--- config.mk ---
export PLATFORM = sky130hd
export DESIGN_NAME = systolic_array_sequencer
export DESIGN_NICKNAME = d
export VERILOG_FILES = /design/src/rtl/systolic_ctrl_pkg.sv /design/src/rtl/systolic_array_sequencer.sv
export SDC_FILE = /design/constraint.sdc
export NUM_CORES = 2
export LEC_CHECK = 0
export BUFFER_PORTS_ARGS = -buffer_cell sky130_fd_sc_hd__buf_2
export CORE_AREA = 2 2 620 622
export DETAILED_ROUTE_END_ITERATION = 16
export DIE_AREA = 0 0 622 624
export SYNTH_ARGS = -nofsm -noshare
export SYNTH_HDL_FRONTEND = slang
export SYNTH_SLANG_ARGS = --single-unit
--- constraint.sdc ---
create_clock -name i_clk -period 2.52 [get_ports i_clk]
set_clock_uncertainty 0.05 [all_clocks]
set_input_delay 0.126 -clock i_clk [delete_from_list [all_inputs] [get_ports i_clk]]
set_output_delay 0.126 -clock i_clk [all_outputs]
set_load 0.01 [all_outputs]
--- src/rtl/systolic_ctrl_pkg.sv ---
// Shared types and defaults for the systolic-array job sequencer.
// Holds the FSM state enum, default sizing and a lane-select helper for packed buses.
package systolic_ctrl_pkg;

    localparam int unsigned DefDataWidth = 32;
    localparam int unsigned DefN         = 4;
    localparam int unsigned DefArrayLat  = 8;
    localparam int unsigned DefCntW      = 16;

    // Widest packed bus the helper accepts: a full default weight matrix.
    localparam int unsigned LaneBusW = DefN * DefN * DefDataWidth;

    typedef enum logic [2:0] {
        StIdle,
        StLoadW,
        StWlatch,
        StWaitX,
        StCompute,
        StCapture,
        StOut,
        StDone
    } state_e;

    function automatic logic [DefDataWidth-1:0] lane_sel(input logic [LaneBusW-1:0] bus,
                                                         input int unsigned idx);
        return DefDataWidth'(bus >> (idx * DefDataWidth));
    endfunction

endpackage

--- src/rtl/systolic_array_sequencer.sv ---
// Job-level controller for an N x N weight-stationary systolic array: optional weight load,
// then one x vector in / one y vector out per array pass.
module systolic_array_sequencer
    import systolic_ctrl_pkg::*;
#(
    parameter int unsigned DATA_WIDTH = DefDataWidth,
    parameter int unsigned N          = DefN,
    parameter int unsigned ARRAY_LAT  = DefArrayLat,
    parameter int unsigned CNT_W      = DefCntW
) (
    input  logic                           i_clk,
    input  logic                           i_reset,
    input  logic                           i_cmd_valid,
    output logic                           o_cmd_ready,
    input  logic                           i_cmd_load_w,
    input  logic [CNT_W-1:0]               i_cmd_num_vecs,
    input  logic                           i_w_valid,
    output logic                           o_w_ready,
    input  logic [N*N*DATA_WIDTH-1:0]      i_w_data,
    input  logic                           i_x_valid,
    output logic                           o_x_ready,
    input  logic [N*DATA_WIDTH-1:0]        i_x_data,
    output logic                           o_y_valid,
    input  logic                           i_y_ready,
    output logic [N*DATA_WIDTH-1:0]        o_y_data,
    output logic                           o_arr_load_weights,
    output logic                           o_arr_start,
    output logic [N*N*DATA_WIDTH-1:0]      o_arr_w,
    output logic [N*DATA_WIDTH-1:0]        o_arr_x,
    input  logic [N*DATA_WIDTH-1:0]        i_arr_y,
    input  logic                           i_arr_done,
    output logic                           o_busy,
    output logic                           o_job_done,
    output logic                           o_err
);

    localparam int unsigned LatW = (ARRAY_LAT > 2) ? $clog2(ARRAY_LAT) : 1;

    state_e                      r_state;
    logic [CNT_W-1:0]            r_remaining;
    logic [LatW-1:0]             r_cnt;
    logic [N*N*DATA_WIDTH-1:0]   r_arr_w;
    logic [N*DATA_WIDTH-1:0]     r_arr_x;
    logic [N*DATA_WIDTH-1:0]     r_y_data;
    logic                        r_y_valid;
    logic                        r_err;

    always_ff @(posedge i_clk) begin
        if (i_reset) begin
            r_state     <= StIdle;
            r_remaining <= '0;
            r_cnt       <= '0;
            r_arr_w     <= '0;
            r_arr_x     <= '0;
            r_y_data    <= '0;
            r_y_valid   <= 1'b0;
            r_err       <= 1'b0;
        end else begin
            unique case (r_state)
                StIdle: begin
                    if (i_cmd_valid) begin
                        r_remaining <= i_cmd_num_vecs;
                        if (i_cmd_load_w) begin
                            r_state <= StLoadW;
                        end else if (i_cmd_num_vecs == '0) begin
                            r_state <= StDone;
                        end else begin
                            r_state <= StWaitX;
                        end
                    end
                end
                StLoadW: begin
                    if (i_w_valid) begin
                        r_arr_w <= i_w_data;
                        r_state <= StWlatch;
                    end
                end
                StWlatch: begin
                    r_state <= (r_remaining != '0) ? StWaitX : StDone;
                end
                StWaitX: begin
                    if (i_x_valid) begin
                        r_arr_x <= i_x_data;
                        r_cnt   <= LatW'(ARRAY_LAT - 1);
                        r_state <= StCompute;
                    end
                end
                // start stays high for the whole count, so ARRAY_LAT cycles in total
                StCompute: begin
                    if (r_cnt == '0) begin
                        r_state <= StCapture;
                    end else begin
                        r_cnt <= r_cnt - 1'b1;
                    end
                end
                StCapture: begin
                    r_y_data  <= i_arr_y;
                    r_y_valid <= 1'b1;
                    r_err     <= r_err | ~i_arr_done;
                    r_state   <= StOut;
                end
                StOut: begin
                    if (i_y_ready) begin
                        r_y_valid <= 1'b0;
                        if (r_remaining != '0) begin
                            r_remaining <= r_remaining - 1'b1;
                        end
                        r_state <= (r_remaining <= CNT_W'(1)) ? StDone : StWaitX;
                    end
                end
                StDone: begin
                    r_state <= StIdle;
                end
                default: begin
                    r_state <= StIdle;
                end
            endcase
        end
    end

    // Handshake readies and strobes decode the registered state only.
    assign o_cmd_ready        = (r_state == StIdle);
    assign o_w_ready          = (r_state == StLoadW);
    assign o_x_ready          = (r_state == StWaitX);
    assign o_arr_load_weights = (r_state == StWlatch);
    assign o_arr_start        = (r_state == StCompute);
    assign o_job_done         = (r_state == StDone);
    assign o_busy             = (r_state != StIdle);
    assign o_y_valid          = r_y_valid;
    assign o_y_data           = r_y_data;
    assign o_arr_w            = r_arr_w;
    assign o_arr_x            = r_arr_x;
    assign o_err              = r_err;

endmodule

# ---- Yosys cells after proc, flatten, opt, wreduce, memory -nomap -nowiden
# Index checks and enable logic that the tools add are counted.
dict set report op_classes {
  n_addsub 2
  order_cmp 1
  eq_ne 14
  muxes 19
  bitwise_logic 2
  reduce_logical 14
}
# cell count
set op_table {}
lappend op_table {{two-way mux 16 bit} 3}
lappend op_table {{two-way mux 3 bit} 11}
lappend op_table {{case mux 16 bit (2 select lines)} 1}
lappend op_table {{case mux 3 bit (8 select lines)} 1}
lappend op_table {{<= comparator 16 x 1 -> 1 bit (second input constant)} 1}
lappend op_table {{logical NOT 16 bit} 1}
lappend op_table {{nonzero test 16 bit} 1}
lappend op_table {{subtractor 16 x 1 -> 16 bit (second input constant)} 1}
lappend op_table {{== test 3 bit (second input constant)} 4}
lappend op_table {{!= test 2 bit (second input constant)} 6}
lappend op_table {{== test 3 x 2 -> 1 bit (second input constant)} 2}
lappend op_table {{logical NOT 3 bit} 2}
lappend op_table {{case mux 3 bit (2 select lines)} 1}
lappend op_table {{AND reduction 2 bit} 3}
lappend op_table {{nonzero test 2 bit} 3}
lappend op_table {{AND reduction 5 bit} 1}
lappend op_table {{AND reduction 4 bit} 1}
lappend op_table {{== test 3 x 1 -> 1 bit (second input constant)} 1}
lappend op_table {{AND reduction 3 bit} 1}
lappend op_table {{nonzero test 3 bit} 1}
lappend op_table {{subtractor 3 x 1 -> 3 bit (second input constant)} 1}
lappend op_table {{!= test 2 x 1 -> 1 bit (second input constant)} 1}
lappend op_table {{case mux 1 bit (2 select lines)} 1}
lappend op_table {{two-way mux 1 bit} 1}
lappend op_table {{2 further kinds} 2}
dict set report word_totals {
  ff_bits 792
  inputBits 792
  out_inout_bits 777
  word_cells 60
}

# ---- Depth between registers and ports, before layout
dict set report logic_depth {
  depth_word 5
  mapped_depth 8
  mapped_depth_nobuf 8
}

# ---- Least setup slack after synthesis
# Ideal clock, no wire load.
dict set report synth_timing {
  kind {register to register}
  from {register r_remaining[0]}
  to {register r_remaining[13]}
  setup_ns 0.138
  t_arrival_ns 1.822
  slack_ns 0.510
  stages_incl_launch_ff 7
  n_path_buf 1
  cell_sequence {dfxtp_1 or4_4 or3_1 clkbuf_1 o41a_1 o21ai_0 a21oi_1}
}
dict set report synth_between {
  elab_chain_cells 4
  elab_cells_between_ends 7
}
# item line
set synth_rtl {}
lappend synth_rtl {{from (decl)} systolic_array_sequencer.sv:40} ;# logic [CNT_W-1:0] r_remaining;
lappend synth_rtl {{from (signal assigned)} systolic_array_sequencer.sv:62} ;# r_remaining <= i_cmd_num_vecs;
lappend synth_rtl {{from (signal assigned)} systolic_array_sequencer.sv:106} ;# r_remaining <= r_remaining - 1'b1;
lappend synth_rtl {{subtractor 16 x 1 -> 16 bit} systolic_array_sequencer.sv:106}
lappend synth_rtl {{two-way mux 16 bit} systolic_array_sequencer.sv:105} ;# if (r_remaining != '0) begin
lappend synth_rtl {{two-way mux 16 bit} systolic_array_sequencer.sv:103} ;# if (i_y_ready) begin
lappend synth_rtl {{case mux 16 bit (2 select lines)} systolic_array_sequencer.sv:59} ;# unique case (r_state)
# Parallel ways exist; a longest one is shown, timed or not. The select of a mux whose other input is x is not followed.
# A chain may end at the register's enable or synchronous reset.

# ---- Final worst setup path
dict set report layout_timing {
  from {register r_remaining[4]}
  to {register r_state[2]}
}
dict set report layout_between {
  elab_chain_cells 4
  elab_cells_between_ends 6
}
# item line
set layout_rtl {}
lappend layout_rtl {{<= comparator 16 x 1 -> 1 bit} systolic_array_sequencer.sv:108} ;# r_state <= (r_remaining <= CNT_W'(1)) ? StDone : StWaitX;
lappend layout_rtl {{two-way mux 3 bit} systolic_array_sequencer.sv:108}
lappend layout_rtl {{two-way mux 3 bit} systolic_array_sequencer.sv:103}
lappend layout_rtl {{case mux 3 bit (8 select lines) (*)} systolic_array_sequencer.sv:59}
lappend layout_rtl {{to (signal assigned)} systolic_array_sequencer.sv:64} ;# r_state <= StLoadW;
lappend layout_rtl {{to (signal assigned)} systolic_array_sequencer.sv:108}
lappend layout_rtl {{to (signal assigned)} systolic_array_sequencer.sv:112} ;# r_state <= StIdle;
lappend layout_rtl {{to (decl)} systolic_array_sequencer.sv:39} ;# state_e r_state;
# Mark *: on every way between the ends. The rest lies on a longest branch, timed or not. The select of a mux whose other input is x is not followed.

==> impl_metrics.py <==
metrics = {
    "status": {
        "status": "completed",
    },
    "clock_network": {
        "clk_latency_ps": 820,
        "clockRootBuffer": "clkbuf_16",
        "cts_tree": "yes",
        "clk_pin_slew_ps": 60,
        "clk_path_buf_depth": 4,
        "cts_sinks": 792,
        "cts_htree_levels": 3,
        "numCtsBuffers": 110,
    },
    "yosys": {
        "async_flop_share": 0,
        "yosysSeqAreaShare": 0.574,
        "syn_nets": 4354,
        "netlist_top_cells_count": "nand2_1, dfxtp_1, a21oi_1",
        "syn-instance-count": 3557,
        "synth_top_area_share": 0.574,
        "synth-seq-cells": 792,
        "synthDistinctLibCells": 48,
        "netlist_area_um2": 27600,
        "synth_edf_count": 0,
        "syn_avg_cell_area_um2": 7.76,
        "synth_ff_type": "dfxtp_1",
        "yosysMostFrequentCell": "nand2_1",
        "synth.area.top_cells": "dfxtp_1, nand2_1, a21oi_1",
        "synth_largest_area_cell": "dfxtp_1",
        "yosysWarnings": 0,
    },
    "sta": {
        "post-route-min-period_ps": 2440,
        "hold_viol": 0,
        "worst_hold_slack_ps": 85.0,
        "rsz0062_at_grt": "no",
        "clock.fmax_mhz": 409,
        "drv_slew": 0,
        "worst_pin_slew_ps": 739,
        "post-route-period-util": 0.970,
        "fin_setup_tns_ps": 0,
        "setup_viol": 0,
        "slew_headroom": 0.507,
    },
    "place": {
        "place_congestion": 1.00,
        "portBuffers": 1568,
        "dp_hpwl_um": 260000,
    },
    "worst_hold_path": {
        "hp-class": "in -> reg",
        "hold_path_end": "o_arr_x[10]",
        "worstHoldStart": "i_x_data[10]",
        "holdPathStages": 4,
    },
    "run": {
        "max_cap_violations": 0,
    },
    "route": {
        "viasPerCell": 3.25,
        "ant_nets": 0,
        "drt_first_iter_violations": 2893,
        "drt-total-wl_um": 308000,
        "wire_per_inst_um": 26.8,
        "drt_pass1_iterations": 6,
        "vias": 37258,
        "drc_errors": 0,
    },
    "worst_setup_path": {
        "r2r_end": "r_state[2]",
        "crit_fanout": 5,
        "end_kind": "flop",
        "arrival_ps": 3140,
        "critPathKind": "reg -> reg",
        "r2r-start": "r_remaining[4]",
        "crit_path_start_kind": "flop",
        "reg2reg_slack_ps": 80,
        "critPathRequiredTime_ps": 3220,
        "r2r_cells": 6,
    },
    "die": {
        "ioPinCount": 1569,
        "die_width_um": 622,
        "core_area_um2": 381000,
        "initial_core_util": 0.0724,
        "fp-row-count": 227,
        "fp.dieArea_um2": 388000,
        "chipHeight_um": 624,
    },
    "global_routing": {
        "grt_start_max_net_pins": 134,
        "grt_pass1_vias": 36348,
        "overflow": 0,
        "antenna_found_initial": 106,
        "grt_pass1_wl_um": 383000,
        "track_usage": 0.151,
    },
    "cells_and_area": {
        "syn2layout_area_growth_pct": 110,
        "fillCellCount": 43400,
        "layout-drive-gt1-share": 0.293,
        "fin_nets": 7094,
    },
    "pwr": {
        "peakVddDrop_mv": 0.482,
        "power_density_nw_per_um2": 704,
        "leakagePower_nw": 23.9,
    },
}
==> cell families (layout without fill, tap and decap cells) <==
kind of cell,after synthesis,count (layout),share of synthesized area
adders and majority gates,5,5,0.00227
other,0,56,0
AOI/OAI and AO/OA,839,839,0.157
DFF,792,792,0.574
muxes,2,2,0.000816
and+or+nand+nor,1641,1641,0.228
buffers and inverters,278,3101,0.0382
==> cell usage in the layout (no fill, tap or decap), types with 20 or more instances in the layout <==
cell and instances:
clkinv_2 26, a21oi_1 780, buf_4 59, clkbuf_1 20, dlygate4sd3_1 1235, diode_2 56
dfxtp_1 790, buf_2 1567, clkbuf_16 111, nor2_1 27, nand2_1 1563, buf_12 31
==> what timing repair did <==
action / 4_1_cts / 5_1_grt
buffers inserted: 0 / 4
cloned: 0 / 1
hold buffers: 1235 / 0
resized for setup: 3 / 14
pin swaps: 0 / 1
hold endpoints to repair: 789 / 0
endpoints found under the setup margin: 2 / 101
==> power breakdown <==
group	internal, mW	switching (mW)	total (mW)
Sequential	13.6	0.735	14.3
Combinational	3.87	6.53	10.4
Clock	9.46	6.70	16.2
Total	26.9	14.0	40.9
==> through the flow <==
stage	power, mW	std cells	utilization	setup WS (ps)	area [um2]
after floorplan	17.8	3557	-	510	27600
after global placement	23.2	9983	0.110	323	41900
after detailed placement	23.2	9983	0.110	294	41900
after CTS	41.5	11413	0.152	9.76	57800
after global routing	42.7	11455	0.152	3.30	58000
final	40.9	11474	0.152	76.5	58100
==> state kept, by name, summed over array words and instances, names as in the netlist <==
name,cells
o_arr_w,512
o_arr_x,128
o_err,1
o_y_data,128
o_y_valid,1
r_cnt,3
r_remaining,16
r_state,3
==> cell type report <==
cell class                      instances  area [um2]  share of cell area
Antenna cell                           56         140             0.00241
Clock buffer                          141        2980              0.0513
Sequential cell                       792       15900               0.273
Tap cell                             5038        6300               0.109
Clock inverter                         54         634              0.0109
Timing Repair Buffer                 2897       21400               0.368
Inverter                                9        33.8            0.000582
Multi-Input combinational cell       2487       10800               0.186
==> how the worst max path moves through the flow <==
stage | from | endpoint | slack, ps | cells after the start
floorplan | r_remaining[0] | r_remaining[13] | 510 | 6
global placement | r_state[1] | o_arr_w[271] | 320 | 7
detailed placement | r_state[1] | o_arr_w[193] | 290 | 7
CTS | r_state[1] | o_arr_w[383] | 10 | 8
global route | r_remaining[7] | r_state[2] | 3 | 6
finish | r_remaining[4] | r_state[2] | 80 | 6
==> critical path, stage by stage (launching register included) <==
cell and delay (ps):
dfxtp_1 340, or3_4 420, or2_4 300, nor4_2 310, o21ai_0 150, a221oi_1 250
dlygate4sd3_1 570
==> per-layer routing <==
metal / GRT usage / vias to the layer above / share of wire
met3: 0.0699 / 511 / 0.11
met1: 0.168 / 17953 / 0.38
li1: - / 17066 / -
met5: 0 / - / 0.00036
met4: 0.0692 / 16 / 0.051
met2: 0.244 / 1712 / 0.46
(Power assumes the default switching activity.)
